--- src/rtl/race_lt_sequencer_if.sv ---
// Operand and result handshakes between the control fabric
// and the race-logic less-than sequencer.
interface race_lt_sequencer_if #(
  parameter int VAL_W = 4
);
  logic             in_valid;
  logic             in_ready;
  logic [VAL_W-1:0] in_a;
  logic [VAL_W-1:0] in_b;
  logic             out_valid;
  logic             out_ready;
  logic             out_fired;
  logic [VAL_W-1:0] out_time;

  modport master (
    output in_valid,
    output in_a,
    output in_b,
    output out_ready,
    input  in_ready,
    input  out_valid,
    input  out_fired,
    input  out_time
  );

  modport slave (
    input  in_valid,
    input  in_a,
    input  in_b,
    input  out_ready,
    output in_ready,
    output out_valid,
    output out_fired,
    output out_time
  );
endinterface

--- src/rtl/race_lt_sequencer.sv ---
// One race-logic less-than comparison per gamma cycle:
// latch-set, step-coded inputs, first-arrival time capture.
module race_lt_sequencer #(
  parameter  int GAMMA_CYCLE_WIDTH = 16,
  localparam int VAL_W = $clog2(GAMMA_CYCLE_WIDTH)
) (
  input  logic                aclk,
  input  logic                grst,
  race_lt_sequencer_if.slave  ctl,
  output logic                lt_set,
  output logic                lt_a,
  output logic                lt_b,
  input  logic                lt_q,
  output logic                busy
);

  typedef enum logic [1:0] {
    IDLE,
    SETUP,
    RUN,
    RESULT
  } state_t;

  localparam logic [VAL_W-1:0] LAST =
    VAL_W'(GAMMA_CYCLE_WIDTH - 1);

  state_t           state;
  state_t           state_n;
  logic [VAL_W-1:0] a_reg;
  logic [VAL_W-1:0] b_reg;
  logic [VAL_W-1:0] phase;
  logic             fired;
  logic [VAL_W-1:0] t_reg;

  always_ff @(posedge aclk) begin
    if (grst) state <= IDLE;
    else      state <= state_n;
  end

  always_comb begin
    state_n       = state;
    ctl.in_ready  = 1'b0;
    ctl.out_valid = 1'b0;
    lt_set        = 1'b0;
    lt_a          = 1'b0;
    lt_b          = 1'b0;
    busy          = (state != IDLE);
    unique case (state)
      IDLE: begin
        ctl.in_ready = 1'b1;
        if (ctl.in_valid) state_n = SETUP;
      end
      SETUP: begin
        lt_set  = 1'b1;
        state_n = RUN;
      end
      RUN: begin
        // Edges come only from registered phase and operands.
        lt_a = (phase >= a_reg);
        lt_b = (phase >= b_reg);
        if (phase == LAST) state_n = RESULT;
      end
      RESULT: begin
        ctl.out_valid = 1'b1;
        if (ctl.out_ready) state_n = IDLE;
      end
      default: state_n = IDLE;
    endcase
  end

  always_ff @(posedge aclk) begin
    if (grst) begin
      a_reg <= '0;
      b_reg <= '0;
      phase <= '0;
      fired <= 1'b0;
      t_reg <= '0;
    end else begin
      unique case (state)
        IDLE: begin
          if (ctl.in_valid) begin
            a_reg <= ctl.in_a;
            b_reg <= ctl.in_b;
          end
        end
        SETUP: begin
          phase <= '0;
          fired <= 1'b0;
          t_reg <= '0;
        end
        RUN: begin
          // First arrival wins; later highs are ignored.
          if (lt_q && !fired) begin
            fired <= 1'b1;
            t_reg <= phase;
          end
          if (phase == LAST) phase <= '0;
          else               phase <= phase + VAL_W'(1);
        end
        RESULT: begin
          if (ctl.out_ready) begin
            fired <= 1'b0;
            t_reg <= '0;
          end
        end
        default: phase <= '0;
      endcase
    end
  end

  assign ctl.out_fired = fired;
  assign ctl.out_time  = t_reg;

endmodule

--- src/flat_wrapper.sv ---
// flat-port wrapper written by rule: the top's interface ports become plain ports
module race_lt_sequencer_flat 
#(
  parameter  int GAMMA_CYCLE_WIDTH = 16,
  localparam int VAL_W = $clog2(GAMMA_CYCLE_WIDTH)
)
  (aclk, grst, lt_set, lt_a, lt_b, lt_q, busy, ctl_in_valid, ctl_in_a, ctl_in_b, ctl_out_ready, ctl_in_ready, ctl_out_valid, ctl_out_fired, ctl_out_time);
  race_lt_sequencer_if #(.VAL_W((4))) ctl_i ();
  input  logic aclk;
  input  logic grst;
  output logic lt_set;
  output logic lt_a;
  output logic lt_b;
  input  logic lt_q;
  output logic busy;
  input wire logic [$bits(ctl_i.in_valid)-1:0] ctl_in_valid;
  input wire logic [$bits(ctl_i.in_a)-1:0] ctl_in_a;
  input wire logic [$bits(ctl_i.in_b)-1:0] ctl_in_b;
  input wire logic [$bits(ctl_i.out_ready)-1:0] ctl_out_ready;
  output wire logic [$bits(ctl_i.in_ready)-1:0] ctl_in_ready;
  output wire logic [$bits(ctl_i.out_valid)-1:0] ctl_out_valid;
  output wire logic [$bits(ctl_i.out_fired)-1:0] ctl_out_fired;
  output wire logic [$bits(ctl_i.out_time)-1:0] ctl_out_time;
  assign ctl_i.in_valid = ctl_in_valid;
  assign ctl_i.in_a = ctl_in_a;
  assign ctl_i.in_b = ctl_in_b;
  assign ctl_i.out_ready = ctl_out_ready;
  assign ctl_in_ready = ctl_i.in_ready;
  assign ctl_out_valid = ctl_i.out_valid;
  assign ctl_out_fired = ctl_i.out_fired;
  assign ctl_out_time = ctl_i.out_time;
  race_lt_sequencer #(.GAMMA_CYCLE_WIDTH(GAMMA_CYCLE_WIDTH)) u_core (.aclk(aclk), .grst(grst), .ctl(ctl_i), .lt_set(lt_set), .lt_a(lt_a), .lt_b(lt_b), .lt_q(lt_q), .busy(busy));
endmodule
--- config.mk ---
export PLATFORM = sky130hd
export DESIGN_NAME = race_lt_sequencer_flat
export DESIGN_NICKNAME = d
export VERILOG_FILES = /design/src/rtl/race_lt_sequencer_if.sv /design/src/rtl/race_lt_sequencer.sv /design/src/flat_wrapper.sv
export SDC_FILE = /design/constraint.sdc
export NUM_CORES = 1
export LEC_CHECK = 0
export CAP_MARGIN = 40
export CORE_UTILIZATION = 49
export CTS_BUF_LIST = sky130_fd_sc_hd__clkbuf_4 sky130_fd_sc_hd__clkbuf_8 sky130_fd_sc_hd__clkbuf_16
export DETAILED_ROUTE_END_ITERATION = 12
export GPL_TIMING_DRIVEN = 0
export PLACE_DENSITY = 0.85
export SETUP_SLACK_MARGIN = 0.2
export SYNTH_ARGS = -nofsm -noshare
export SYNTH_HDL_FRONTEND = slang
export SYNTH_SLANG_ARGS = --single-unit
--- constraint.sdc ---
create_clock -name aclk -period 1.88 [get_ports aclk]
set_input_delay 0.188 -clock aclk [delete_from_list [all_inputs] [get_ports aclk]]
set_output_delay 0.188 -clock aclk [all_outputs]
set_load 0.1 [all_outputs]
==> results of run 1 <==
## synthesized netlist by cell type, drive strengths merged
| master | number | share of area, % |
|---|---|---|
| a2111oi | 1 | 0.83 |
| a211oi | 1 | 1.9 |
| a21boi | 2 | 1.4 |
| a21oi | 19 | 9.0 |
| a221oi | 1 | 1.4 |
| buf | 5 | 2.4 |
| clkbuf | 1 | 0.35 |
| dfxtp | 19 | 36 |
| ha | 14 | 17 |
| inv | 14 | 5.0 |
| mux2i | 2 | 1.9 |
| nand2 | 12 | 4.3 |
| nand2b | 5 | 3.7 |
| nand3 | 15 | 7.1 |
| nand4 | 2 | 1.2 |
| nand4b | 1 | 0.83 |
| nor2 | 5 | 1.8 |
| nor2b | 2 | 1.2 |
| nor3 | 2 | 0.95 |
| o21ai | 5 | 2.4 |
## critical path, stage by stage (launching register included)
cell,delay (ns)
dfxtp_4,0.38
inv_4,0.05
ha_1,0.26
inv_1,0.06
a21boi_2,0.13
o21ai_2,0.09
a21oi_4,0.15
buf_12,0.19
## path summary, 6_finish.rpt
kind | start | end | cells past startpoint
max | u_core.phase[0] | lt_a | 7
min | ctl_in_valid | u_core.b_reg[3] | 3
max reg2reg | u_core.phase[0] | u_core.state[1] | 6
min reg2reg | u_core.b_reg[3] | u_core.b_reg[3] | 2
## cells by family after synthesis
logic type	share of synthesized area (%)
AO/OA/AOI/OAI	16.9
adder cells (fa/ha/maj)	16.6
buffers and inverters	7.69
flip-flops	36.0
multiplexers	1.89
AND/OR/NAND/NOR	20.9
## stage by stage
step / setup TNS (ns) / util [%] / total power [mW] / hold WS, ns / setup WS [ns]
global route: 0 / 82.6 / 2.14 / 0.222 / 0.0205
detailed placement: -0.466 / 75.7 / 1.66 / 0.449 / -0.256
global placement: -1.55 / 67.4 / 1.46 / 0.443 / -0.604
floorplan: 0 / - / 1.31 / 0.335 / 0.151
finish: 0 / 82.6 / 2.06 / 0.214 / 0.0790
CTS: 0 / 81.3 / 1.98 / 0.216 / 0.0328
## layout make-up
cell class | count | area share, %
Buffer | 6 | 2.73
Sequential cell | 19 | 23.7
Tap cell | 27 | 2.04
Timing Repair Buffer | 35 | 25.6
Multi-Input combinational cell | 89 | 40.4
Clock buffer | 4 | 1.82
Inverter | 14 | 3.71
## layer usage
| metal | global-route usage, % | up-vias |
|---|---|---|
| met1 | 30.2 | 528 |
| met3 | 4.40 | 16 |
| met4 | 12.3 | 0 |
| met5 | 0 | - |
| li1 | - | 513 |
| met2 | 56.3 | 44 |
## cells in the final DEF (no fill, tap or decap), drive strengths merged
master          n
a2111oi         1
a211oi          1
a21boi          2
a21oi          19
a221oi          1
buf            23
clkbuf          5
clkdlybuf4s50  15
clkinvlp        1
dfxtp          19
dlygate4sd2     2
ha             14
inv            13
mux2i           2
nand2          12
nand2b          5
nand3          15
nand4           2
nand4b          1
nor2            5
nor2b           2
nor3            2
o21ai           5
## repair_timing
| action | 4_1_cts | 5_1_grt |
|---|---|---|
| buffers inserted | 7 | 0 |
| gates resized for setup | 23 | 8 |
| pin swaps | 5 | 3 |
| hold buffers | 0 | 0 |
| hold endpoints to repair | 0 | 0 |
| setup endpoints to repair | 7 | 8 |
## power by group
part	internal, mW	switching (mW)
clock	0.0972	0.128
combinational	0.536	0.790
sequential	0.465	0.0404
==> impl_metrics.tcl, run 1 <==
set metrics [dict create \
    grtUsageTotal_pct 28.9 \
    seq_area_um2 392 \
    routedWlPerCell_um 16.3 \
    rsz0062_at_grt "yes" \
    nFillCells 123 \
    arrival_ns 1.61 \
    dp_hpwl_um 2090 \
    ir_drop_uv 914 \
    cts_num_sinks 19 \
    grt_pass1_vias 1172 \
    min_period_ns 1.80 \
    placedInstanceArea_um2 1520 \
    drt-met1-wl_um 1180 \
    drc 0 \
    mappedNetlistArea_um2 1060 \
    cts.reportedPaths.clkPinSlew_ns 0.11 \
    critPathCaptureType "primary output" \
    critPathKind "register to primary output" \
    hold_violations 0 \
    core_um2 2000 \
    grt_pass1_wl_um 5200 \
    die_h_um 48.5 \
    grt_start_max_net_pins 11 \
    gp_congestion 0.880 \
    final_cells 194 \
    route.met2.wl_um 1730 \
    layout.nets 195 \
    antenna_found_initial 0 \
    drive_above_1_share_pct 29.3 \
    vias_per_cell 5.68 \
    synth-seq-area-share_pct 36.0 \
    yosys_warnings 0 \
    avgSynthCellArea_um2 8.26 \
    slew_viol_final 0 \
    grt_overflow 0 \
    num_vias 1101 \
    yosys_register_bits 19 \
    reg2reg_slack_ns 0.22 \
    clock_path_buffers 2 \
    io_pins 24 \
    drt_iter0_markers 28 \
    leakage_nw 0.651 \
    setup_viol 0 \
    top_layer_used "met4" \
    syn_inst 128 \
    period_share_pct 95.8 \
    cp-start-kind "register" \
    cts.root.buffer_cell "clkbuf_4" \
    clock.fmax_mhz 555 \
    fin_skew_ns 0.00497 \
    min_path_type "input pin to register" \
    dp_cells 187 \
    synth_fp_nets 155 \
    slew_headroom_pct 69.2 \
    p_per_area_nw_per_um2 1240 \
    max_cap_viol_count 0 \
    ys_types 23 \
    die_area_um2 2350 \
    h-tree-depth 1 \
    clkLatencyLatePin_ns 0.30 \
    required_ns 1.69 \
    cts_tree "yes" \
    dieWidth_um 48.5 \
    start_util_pct 52.8 \
    dr.pass1.iters 4 \
    ant_nets 0 \
    worst_pin_slew_ns 0.450 \
    multi_input_area_um2 668 \
    wl_met3_um 107 \
    final_cell_area_um2 1650 \
    path_max_fanout 3 \
    outcome "finished clean" \
    diodes 0 \
    cts_buffers 3 \
    routed_wl_um 3160 \
    syn_to_final_growth_pct 56.3 \
    io_buffer_count 21 \
    rows 16 \
]
Power figures use the tool's default switching activity.
==> inputs of run 2 (changes only) <==
--- a/config.mk
+++ b/config.mk
@@ -10,6 +10,7 @@
 export CTS_BUF_LIST = sky130_fd_sc_hd__clkbuf_4 sky130_fd_sc_hd__clkbuf_8 sky130_fd_sc_hd__clkbuf_16
 export DETAILED_ROUTE_END_ITERATION = 12
 export GPL_TIMING_DRIVEN = 0
+export HOLD_SLACK_MARGIN = 0.12
 export PLACE_DENSITY = 0.85
 export SETUP_SLACK_MARGIN = 0.2
 export SYNTH_ARGS = -nofsm -noshare
==> results of run 2 <==
Final layout, timing and power as in run 1 (identical DEF).
==> inputs of run 3 (changes only) <==
--- a/config.mk
+++ b/config.mk
@@ -12,7 +12,9 @@
 export GPL_TIMING_DRIVEN = 0
 export HOLD_SLACK_MARGIN = 0.12
 export PLACE_DENSITY = 0.85
+export RECOVER_POWER = 50
 export SETUP_SLACK_MARGIN = 0.2
+export SKIP_CTS_REPAIR_TIMING = 1
 export SYNTH_ARGS = -nofsm -noshare
 export SYNTH_HDL_FRONTEND = slang
 export SYNTH_SLANG_ARGS = --single-unit
==> constraint.sdc (replaced) <==
create_clock -name aclk -period 1.88 [get_ports aclk]
set_input_delay 0.188 -clock aclk [delete_from_list [all_inputs] [get_ports aclk]]
set_output_delay 0.188 -clock aclk [all_outputs]
set_load 0.05 [all_outputs]
==> run 3 against run 2 <==
Clock-buffer cell count down 1; critical path depth unchanged; sequential cell count unchanged; clock power down 8.9%; combinational power down 40%; sequential share of layout area up 4.7 points; wire length down 25%; maximum frequency up 2.4%; worst setup slack better by 0.042 ns; critical path type unchanged; largest power group unchanged; highest routed layer is now met3.
==> impl_metrics.tcl, run 3 (synthesis results as in run 1) <==
set metrics [dict create \
    vias_per_cell 5.33 \
    die_area_um2 2350 \
    drc 0 \
    outcome "finished clean" \
    clock.fmax_mhz 569 \
    period_share_pct 93.5 \
    dr.pass1.iters 4 \
    cts_buffers 3 \
    h-tree-depth 1 \
    core_um2 2000 \
    layout.nets 184 \
    grt_pass1_vias 877 \
    critPathCaptureType "primary output" \
    ir_drop_uv 848 \
    hold_ws_ns 0.219 \
    setup_viol 0 \
    cp-start-kind "register" \
    diodes 0 \
    slew_viol_final 0 \
    drive_above_1_share_pct 16.0 \
    io_pins 24 \
    seq_area_um2 389 \
    start_util_pct 52.8 \
    multi_input_area_um2 607 \
    grtUsageTotal_pct 20.0 \
    grt_overflow 0 \
    dp_hpwl_um 1710 \
    die_h_um 48.5 \
    routedWlPerCell_um 13.0 \
    path_max_fanout 10 \
    cts.root.buffer_cell "clkbuf_4" \
    syn_to_final_growth_pct 29.6 \
    slew_headroom_pct 61.0 \
    worst_pin_slew_ns 0.588 \
    p_per_area_nw_per_um2 1100 \
    gp_congestion 0.827 \
    drt_iter0_markers 20 \
    io_buffer_count 21 \
    ant_nets 0 \
    dieWidth_um 48.5 \
    leakage_nw 0.583 \
    clkLatencyLatePin_ns 0.29 \
    arrival_ns 1.57 \
    clock_path_buffers 2 \
    grt_start_max_net_pins 12 \
    hp-start "ctl_in_valid" \
    reg2reg_from "u_core.state[0]" \
    routed_wl_um 2380 \
    finalPower_mw 1.50 \
    final_cell_mix "a21oi_1, dfxtp_1, nand3_1, ha_1" \
    post-route-util_pct 68.4 \
    num_vias 975 \
    final_cells 183 \
    crit_path_start "u_core.state[0]" \
    cts_num_sinks 19 \
    dp_cells 176 \
    min_path_type "input pin to register" \
    critPathKind "register to primary output" \
    min_period_ns 1.76 \
    hold_violations 0 \
    layout_commonest_cell "a21oi_1" \
    rsz0062_at_grt "yes" \
    fin_skew_ns 0.000724 \
    grt_pass1_wl_um 3730 \
    max_cap_viol_count 0 \
    cts.reportedPaths.clkPinSlew_ns 0.11 \
    required_ns 1.69 \
    antenna_found_initial 0 \
    nFillCells 184 \
    rows 16 \
    cts_tree "yes" \
]
[run 3: cell count changes in the layout (fill, tap and decap cells not counted), moves of 3 or more]
cell | previous run | this run
ha_1 | 11 | 14
buf_8 | 5 | 1
clkdlybuf4s50_1 | 15 | 11
clkbuf_1 | 1 | 5
inv_1 | 9 | 12
buf_12 | 6 | 0
o21ai_0 | 1 | 4
dlymetal6s2s_1 | 0 | 3
[run 3: path summary, 6_finish.rpt]
path                           to  slack [ns]  cells past startpoint
hold / removal    u_core.a_reg[0]        0.22                      3
setup / recovery             lt_a        0.12                      7
setup reg to reg  u_core.state[1]        0.28                      7
hold reg to reg   u_core.a_reg[3]        0.47                      2
[run 3: area by class of cell]
cell class / count / area share, %
plain buffers: 6 / 3.56
repair buffers: 24 / 15.4
flip-flops and latches: 19 / 28.4
clock buffers: 3 / 1.64
well taps: 27 / 2.47
multi-input cells: 89 / 44.3
inverters: 14 / 3.84
clock inverters: 1 / 0.365
[run 3: per-layer routing]
layer	wire, um	vias to the layer above	track usage [%]
met1	1090	462	23.8
met5	0	-	0
met4	0	0	1.96
met2	1210	22	38.5
li1	-	491	-
met3	84	0	3.14
[run 3: report_power, final]
| part | internal [mW] | switching, mW |
|---|---|---|
| clock | 0.0790 | 0.126 |
| combinational | 0.304 | 0.492 |
| sequential | 0.464 | 0.0397 |
| total | 0.847 | 0.658 |
[run 3: stage by stage]
stage / setup slack [ns] / TNS (ns) / area [um^2]
after floorplan: 0.210 / 0 / 1070
after global placement: -0.319 / -0.731 / 1310
after detailed placement: -0.369 / -0.853 / 1310
after CTS: -0.722 / -2.05 / 1340
after global routing: 0.00496 / 0 / 1370
final: 0.121 / 0 / 1370
[run 3: critical path, stage by stage, from the launching register on]
cell and delay (ns):
dfxtp_4 0.37, inv_2 0.07, ha_1 0.17, buf_6 0.13, buf_8 0.13, o21ai_0 0.10, a21oi_2 0.11, buf_4 0.20
